--- src/rtl/ula_sched.sv ---
// Round-robin arbiter that shares one registered ALU between two requesters.
// Optional per-requester statistics counters are enabled by defining ULA_SCHED_STATS_EN.
module ula_sched #(
    parameter int OP_W  = 4,
    parameter int D_W   = 4,
    parameter int RES_W = 9
) (
    input  logic             clk,
    input  logic             rst,
    input  logic             req0_valid,
    output logic             req0_ready,
    input  logic [OP_W-1:0]  req0_op,
    input  logic [D_W-1:0]   req0_a,
    input  logic [D_W-1:0]   req0_b,
    input  logic             req1_valid,
    output logic             req1_ready,
    input  logic [OP_W-1:0]  req1_op,
    input  logic [D_W-1:0]   req1_a,
    input  logic [D_W-1:0]   req1_b,
    output logic             rsp0_valid,
    input  logic             rsp0_ready,
    output logic             rsp1_valid,
    input  logic             rsp1_ready,
    output logic [RES_W-1:0] rsp_data,
    output logic             rsp_sinal,
    output logic             rsp_err,
    output logic [OP_W-1:0]  ula_op,
    output logic [D_W-1:0]   ula_a,
    output logic [D_W-1:0]   ula_b,
    input  logic [RES_W-1:0] ula_out,
    input  logic             ula_sinal
`ifdef ULA_SCHED_STATS_EN
    ,
    output logic [7:0]       stat0_cnt,
    output logic [7:0]       stat1_cnt,
    output logic [7:0]       stat_err_cnt
`endif
);

    localparam logic [1:0] IDLE  = 2'd0;
    localparam logic [1:0] ISSUE = 2'd1;
    localparam logic [1:0] WAIT  = 2'd2;
    localparam logic [1:0] RESP  = 2'd3;

    logic [1:0]       state_q, state_d;
    logic             owner_q, owner_d;
    logic             last_grant_q, last_grant_d;
    logic [OP_W-1:0]  ula_op_q, ula_op_d;
    logic [D_W-1:0]   a_q, a_d;
    logic [D_W-1:0]   b_q, b_d;
    logic [RES_W-1:0] rsp_data_q, rsp_data_d;
    logic             rsp_sinal_q, rsp_sinal_d;
    logic             rsp_err_q, rsp_err_d;
    logic             rsp0_valid_q, rsp0_valid_d;
    logic             rsp1_valid_q, rsp1_valid_d;

    logic             grant_s;
    logic             any_valid_s;
    logic             accept_s;
    logic             owner_ready_s;
    logic             rsp_done_s;
    logic [OP_W-1:0]  sel_op_s;
    logic [D_W-1:0]   sel_a_s;
    logic [D_W-1:0]   sel_b_s;

    function automatic logic op_is_legal(input logic [OP_W-1:0] op);
        return (op != {OP_W{1'b0}}) && (op <= OP_W'(7));
    endfunction

    // Arbitration: a lone requester wins; on contention the one not served last wins.
    always_comb begin
        grant_s = 1'b0;
        if (req0_valid && req1_valid) begin
            grant_s = ~last_grant_q;
        end else if (req1_valid) begin
            grant_s = 1'b1;
        end else begin
            grant_s = 1'b0;
        end
    end

    assign any_valid_s   = req0_valid | req1_valid;
    assign accept_s      = (state_q == IDLE) && any_valid_s;
    assign req0_ready    = (state_q == IDLE) && req0_valid && !grant_s;
    assign req1_ready    = (state_q == IDLE) && req1_valid && grant_s;
    assign sel_op_s      = grant_s ? req1_op : req0_op;
    assign sel_a_s       = grant_s ? req1_a  : req0_a;
    assign sel_b_s       = grant_s ? req1_b  : req0_b;
    assign owner_ready_s = owner_q ? rsp1_ready : rsp0_ready;
    assign rsp_done_s    = (state_q == RESP) && owner_ready_s;

    // Next-state and datapath update for the issue/wait/response sequence.
    always_comb begin
        state_d      = state_q;
        owner_d      = owner_q;
        last_grant_d = last_grant_q;
        ula_op_d     = ula_op_q;
        a_d          = a_q;
        b_d          = b_q;
        rsp_data_d   = rsp_data_q;
        rsp_sinal_d  = rsp_sinal_q;
        rsp_err_d    = rsp_err_q;
        rsp0_valid_d = rsp0_valid_q;
        rsp1_valid_d = rsp1_valid_q;
        case (state_q)
            IDLE: begin
                if (accept_s) begin
                    owner_d      = grant_s;
                    last_grant_d = grant_s;
                    a_d          = sel_a_s;
                    b_d          = sel_b_s;
                    if (op_is_legal(sel_op_s)) begin
                        ula_op_d = sel_op_s;
                        state_d  = ISSUE;
                    end else begin
                        // Illegal opcodes never touch the ALU and answer immediately.
                        ula_op_d     = {OP_W{1'b0}};
                        rsp_data_d   = {RES_W{1'b0}};
                        rsp_sinal_d  = 1'b0;
                        rsp_err_d    = 1'b1;
                        rsp0_valid_d = ~grant_s;
                        rsp1_valid_d = grant_s;
                        state_d      = RESP;
                    end
                end else begin
                    state_d = IDLE;
                end
            end
            ISSUE: begin
                ula_op_d = {OP_W{1'b0}};
                state_d  = WAIT;
            end
            WAIT: begin
                rsp_data_d   = ula_out;
                rsp_sinal_d  = ula_sinal;
                rsp_err_d    = 1'b0;
                rsp0_valid_d = ~owner_q;
                rsp1_valid_d = owner_q;
                state_d      = RESP;
            end
            RESP: begin
                if (owner_ready_s) begin
                    rsp0_valid_d = 1'b0;
                    rsp1_valid_d = 1'b0;
                    state_d      = IDLE;
                end else begin
                    state_d = RESP;
                end
            end
            default: begin
                ula_op_d     = {OP_W{1'b0}};
                rsp0_valid_d = 1'b0;
                rsp1_valid_d = 1'b0;
                state_d      = IDLE;
            end
        endcase
    end

    // State and output registers; reset discards any in-flight operation.
    always_ff @(posedge clk or negedge rst) begin
        if (!rst) begin
            state_q      <= IDLE;
            owner_q      <= 1'b0;
            last_grant_q <= 1'b1;
            ula_op_q     <= {OP_W{1'b0}};
            a_q          <= {D_W{1'b0}};
            b_q          <= {D_W{1'b0}};
            rsp_data_q   <= {RES_W{1'b0}};
            rsp_sinal_q  <= 1'b0;
            rsp_err_q    <= 1'b0;
            rsp0_valid_q <= 1'b0;
            rsp1_valid_q <= 1'b0;
        end else begin
            state_q      <= state_d;
            owner_q      <= owner_d;
            last_grant_q <= last_grant_d;
            ula_op_q     <= ula_op_d;
            a_q          <= a_d;
            b_q          <= b_d;
            rsp_data_q   <= rsp_data_d;
            rsp_sinal_q  <= rsp_sinal_d;
            rsp_err_q    <= rsp_err_d;
            rsp0_valid_q <= rsp0_valid_d;
            rsp1_valid_q <= rsp1_valid_d;
        end
    end

    assign ula_op     = ula_op_q;
    assign ula_a      = a_q;
    assign ula_b      = b_q;
    assign rsp_data   = rsp_data_q;
    assign rsp_sinal  = rsp_sinal_q;
    assign rsp_err    = rsp_err_q;
    assign rsp0_valid = rsp0_valid_q;
    assign rsp1_valid = rsp1_valid_q;

`ifdef ULA_SCHED_STATS_EN
    logic [7:0] stat0_q, stat0_d;
    logic [7:0] stat1_q, stat1_d;
    logic [7:0] stat_err_q, stat_err_d;

    function automatic logic [7:0] sat_inc(input logic [7:0] v);
        return (v == 8'hFF) ? v : (v + 8'd1);
    endfunction

    // Statistics: completed responses per owner and illegal opcodes accepted.
    always_comb begin
        stat0_d    = stat0_q;
        stat1_d    = stat1_q;
        stat_err_d = stat_err_q;
        if (rsp_done_s) begin
            if (owner_q) begin
                stat1_d = sat_inc(stat1_q);
            end else begin
                stat0_d = sat_inc(stat0_q);
            end
        end else begin
            stat0_d = stat0_q;
        end
        if (accept_s && !op_is_legal(sel_op_s)) begin
            stat_err_d = sat_inc(stat_err_q);
        end else begin
            stat_err_d = stat_err_q;
        end
    end

    // Statistics registers.
    always_ff @(posedge clk or negedge rst) begin
        if (!rst) begin
            stat0_q    <= 8'd0;
            stat1_q    <= 8'd0;
            stat_err_q <= 8'd0;
        end else begin
            stat0_q    <= stat0_d;
            stat1_q    <= stat1_d;
            stat_err_q <= stat_err_d;
        end
    end

    assign stat0_cnt    = stat0_q;
    assign stat1_cnt    = stat1_q;
    assign stat_err_cnt = stat_err_q;
`else
    logic unused_s;
    assign unused_s = rsp_done_s;
`endif

endmodule
--- config.mk ---
export PLATFORM = sky130hd
export DESIGN_NAME = ula_sched
export DESIGN_NICKNAME = d
export VERILOG_FILES = /design/src/rtl/ula_sched.sv
export SDC_FILE = /design/constraint.sdc
export NUM_CORES = 1
export LEC_CHECK = 0
export ABC_AREA = 1
export ABC_CLOCK_PERIOD_IN_PS = 2750
export CELL_PAD_IN_SITES_DETAIL_PLACEMENT = 1
export CELL_PAD_IN_SITES_GLOBAL_PLACEMENT = 1
export CORE_MARGIN = 10
export CORE_UTILIZATION = 30
export DETAILED_ROUTE_END_ITERATION = 10
export PLACE_DENSITY = 0.84
export SKIP_LAST_GASP = 1
export SYNTH_ARGS = -nofsm -noshare
export SYNTH_HDL_FRONTEND = slang
export SYNTH_SLANG_ARGS = --single-unit
--- constraint.sdc ---
create_clock -name clk -period 2.75 [get_ports clk]
set_clock_uncertainty 0.15 [all_clocks]
set_input_delay 0.275 -clock clk [delete_from_list [all_inputs] [get_ports clk]]
set_output_delay 0.275 -clock clk [all_outputs]
set_load 0.1 [all_outputs]
Word level (Yosys, flattened, before mapping)
Cells that the tools add are included.
{"block": "op_classes", "n_mux": 29, "magnitude_cmp": 1, "bitwise_logic": 4, "reduce_logical": 17, "n_eq_ne": 6}
{"cell": "$mux 4", "n": 5}
{"cell": "$mux 9", "n": 2}
{"cell": "$pmux 9 s2", "n": 1}
{"cell": "$mux 1", "n": 12}
{"cell": "$pmux 2 s4", "n": 1}
{"cell": "$pmux 4 s2", "n": 1}
{"cell": "$logic_and 1x1->1", "n": 7}
{"cell": "$mux 2", "n": 3}
{"cell": "$ne 2x2->1 const B", "n": 3}
{"cell": "$pmux 1 s3", "n": 2}
{"cell": "$eq 2x2->1 const B", "n": 2}
{"cell": "$le 4x3->1 const B", "n": 1}
{"cell": "$pmux 1 s2", "n": 2}
{"cell": "$reduce_and 2->1", "n": 2}
{"cell": "$reduce_and 4->1", "n": 1}
{"cell": "$reduce_bool 2->1", "n": 2}
{"cell": "$reduce_bool 4->1", "n": 1}
{"cell": "$not 1->1", "n": 3}
{"cell": "$reduce_and 3->1", "n": 1}
{"cell": "$reduce_bool 3->1", "n": 1}
{"cell": "$eq 2x1->1 const B", "n": 1}
{"cell": "$logic_not 2->1", "n": 1}
{"cell": "$logic_not 1->1", "n": 1}
{"cell": "$or 1x1->1", "n": 1}
{"block": "totals", "regBits": 29, "input_bits": 40, "output_inout_bits": 27}

Logic depth before layout (Yosys ltp)
{"block": "logic_depth", "word_depth": 8, "mapped_depth": 10, "depth_no_buf": 9}

Worst setup path after synthesis
OpenSTA, ideal clock, no wires.
{"block": "synth_path", "path_type": "register -> output", "from": "register last_grant_q", "to": "output req0_ready", "arrival_time_ps": 2049, "n_path_buf": 0, "setup_slack_ps": 276, "stages_incl_launch_ff": 5, "path_cell_list": "dfstp_2 > nand2_2 > nand2_4 > inv_1 > nor2_1"}
{"block": "synth_via", "elab_chain_cells": 4}
{"item": "from (decl)", "line_no": "47", "rtl": "logic last_grant_q, last_grant_d;"}
{"item": "from (signal assigned)", "line_no": "176", "rtl": "last_grant_q <= last_grant_d;"}
{"item": "$not 1->1", "line_no": "74", "rtl": "grant_s = ~last_grant_q;"}
{"item": "$mux 1", "line_no": "73", "rtl": "if (req0_valid && req1_valid) begin"}
{"item": "$logic_not 1->1", "line_no": "84", "rtl": "assign req0_ready = (state_q == IDLE) && req0_valid && !grant_s;"}
{"item": "$logic_and 1x1->1", "line_no": "84"}
{"item": "to (decl)", "line_no": "11", "rtl": "output logic req0_ready,"}
No other way between the ends.

Worst setup path after layout
Same ends and word-level chain as after synthesis.

==> qor.csv <==
metric;value;unit
status;completed;
Final Max Slew Viols;0;
Mapped Area;1360;µm²
I/O Pins;67;
grt ovf;0;
CORE AREA;4350;µm²
# rows;24;
maxcap violations;0;
dpl hpwl;3380;µm
average vias per placed instance;4.63;
Max Buffers Root-to-Sink;2;
Skew-Pair Late Insertion Delay;0.27;ns
Warnings, synthesis;0;
cell taking the most area after synthesis;dfrtp_1;
Max FO, Critical Path;16;
die area;7600;µm²
Mapped Cells;163;
Worst Max-Slew Pin Slew;0.426;ns
FF/Latch Area;727;µm²
nets@finish;274;
first-pass GRT wire length;7110;µm
# setup viols final;0;
I/O Buffers;66;
number of global-route vias before repair;1475;
placed cells;279;
CTS resizes;0;
H-tree depth;2;
post-synth top area share;51.7;%
Startpoint Class;register;
Chip Height;87.2;µm
critical path class;reg -> out;
WP data required;2.33;ns
sequential area share after synthesis;53.6;%
initial antenna violation count;0;
multi-input logic area;547;µm²
min Tclk post-route;2.13;ns
via count;1328;
clk root buf;clkbuf_8;
Final Cycle Share;77.5;%
sum of negative setup slack;0;ns
maximum clock rate;469;MHz
Post-route DRC;0;
RSZ-0062 raised after global routing;no;
area grow syn2layout;56.0;%
#FFs+latches synth;29;
post-synthesis cell type count;24;
post-synth net total;203;
starting density of the core;31.1;%
Pre-Repair DR Iteration Count;4;
Fillers;517;
endpoint type of the worst setup path;output port;
CTS Buf Count;5;
Worst Hold Class;in -> async;
routed len/inst;14.8;µm
Setup Fix Bufs, Post-CTS;0;
post-route ant nets;0;
largest net degree at the start of global routing;30;
n_diodes;0;
die width;87.2;µm
GP Congestion;0.757;
Max-slew headroom;71.6;%
Syn Area/Cell;8.31;µm²
total track usage;11.7;%
Arr. time, crit path;1.71;ns
Final Hold Viols;0;
share of cells above drive strength 1;18.3;%
top post-synthesis cells by area;dfrtp_1 52%, nand2_1 16%, o21ai_0 3.7%;
CTS Hold Bufs;0;
fin cells;287;
TritonCTS clock tree;yes;
WL final;4250;µm
CTS clk-pin slew, worst paths;0.06;ns
initial DRC count;45;
Sink Count;29;
-- final cells by class --
type | instances | share of cell area (%)
sequential | 29 | 34.4
timing repair buffer | 68 | 29.9
multi-input combinational | 116 | 25.9
clock buffer | 8 | 4.26
tap | 52 | 3.08
inverter | 14 | 2.49
-- cell usage after synthesis --
| cell type | count |
|---|---|
| nor2_1 | 12 |
| a21boi_1 | 1 |
| nand3_2 | 1 |
| nand2_4 | 1 |
| nand3b_1 | 1 |
| nand4_1 | 3 |
| nand3_1 | 8 |
| inv_1 | 13 |
| dfstp_2 | 1 |
| nor2_2 | 1 |
| and3_1 | 1 |
| o21ai_0 | 10 |
| dfrtp_1 | 28 |
| nand2_1 | 59 |
| o22ai_1 | 2 |
| buf_6 | 1 |
| o21ai_2 | 1 |
| a21oi_1 | 2 |
| buf_4 | 1 |
| nand2_2 | 1 |
| clkinv_1 | 1 |
| buf_2 | 2 |
| nand3_4 | 2 |
| o21ai_1 | 10 |
-- flip-flops by register name, indices dropped and copies added (netlist names) --
register	cells
ula_op	4
rsp0_valid	1
rsp1_valid	1
rsp_err	1
state_q	2
rsp_data	9
last_grant_q	1
owner_q	1
ula_a	4
rsp_sinal	1
ula_b	4
-- per-layer routing --
layer	up-vias	track usage, %	wire (µm)
met3	4	5.06	305
met5	-	0	0
met2	40	19.5	2190
met4	0	4.06	44
li1	667	-	-
met1	617	13.0	1710
-- final timing paths --
check                                   from  cells past startpoint           end  slack [ns]
worst max-delay path            last_grant_q                      5    req0_ready        0.62
worst min register to register   rsp_data[7]                      2   rsp_data[7]        0.32
max in group asynchronous                rst                      2  last_grant_q        1.89
min in group clk                 rsp_data[7]                      2   rsp_data[7]        0.32
worst min-delay path                     rst                      2     ula_op[2]        0.24
worst max register to register    state_q[1]                      7     ula_op[0]        0.96
-- cells in the final DEF, fill, tap and decap left out, types with 2 or more instances in the layout --
master           instances
nand2_1                 59
clkdlybuf4s50_1         39
dfrtp_1                 28
buf_4                   27
inv_1                   13
nor2_1                  12
o21ai_1                 10
o21ai_0                 10
nand3_1                  8
clkbuf_8                 6
nand4_1                  3
nand3_4                  2
a21oi_1                  2
o22ai_1                  2
clkbuf_1                 2
buf_12                   2
-- metrics by stage --
stage               utilization, %  hold slack, ns  setup slack (ns)  area (µm²)
CTS                           48.6           0.254             0.586        2110
global placement              46.5           0.306             0.665        2020
detailed placement            46.5           0.309             0.611        2020
finish                        48.6           0.239             0.618        2110
global route                  48.6           0.268             0.478        2110
floorplan                        -          -0.171             0.276        1360
-- worst max-delay path, cell delays in order, from the launching register on --
cell     delay, ns
dfstp_2       0.54
nand2_2       0.10
nand2_4       0.18
inv_1         0.19
nor2_1        0.22
buf_12        0.20
-- kinds of logic after synthesis --
| family | count (synthesis) | synth area share (%) |
|---|---|---|
| AO/OA/AOI/OAI | 26 | 10.2 |
| buffers and inverters | 18 | 6.00 |
| flip-flops | 29 | 53.6 |
| AND/OR/NAND/NOR | 90 | 30.1 |
Power is not shown: default switching activity piles up to over one toggle a cycle in this logic, so the estimate is an artifact.
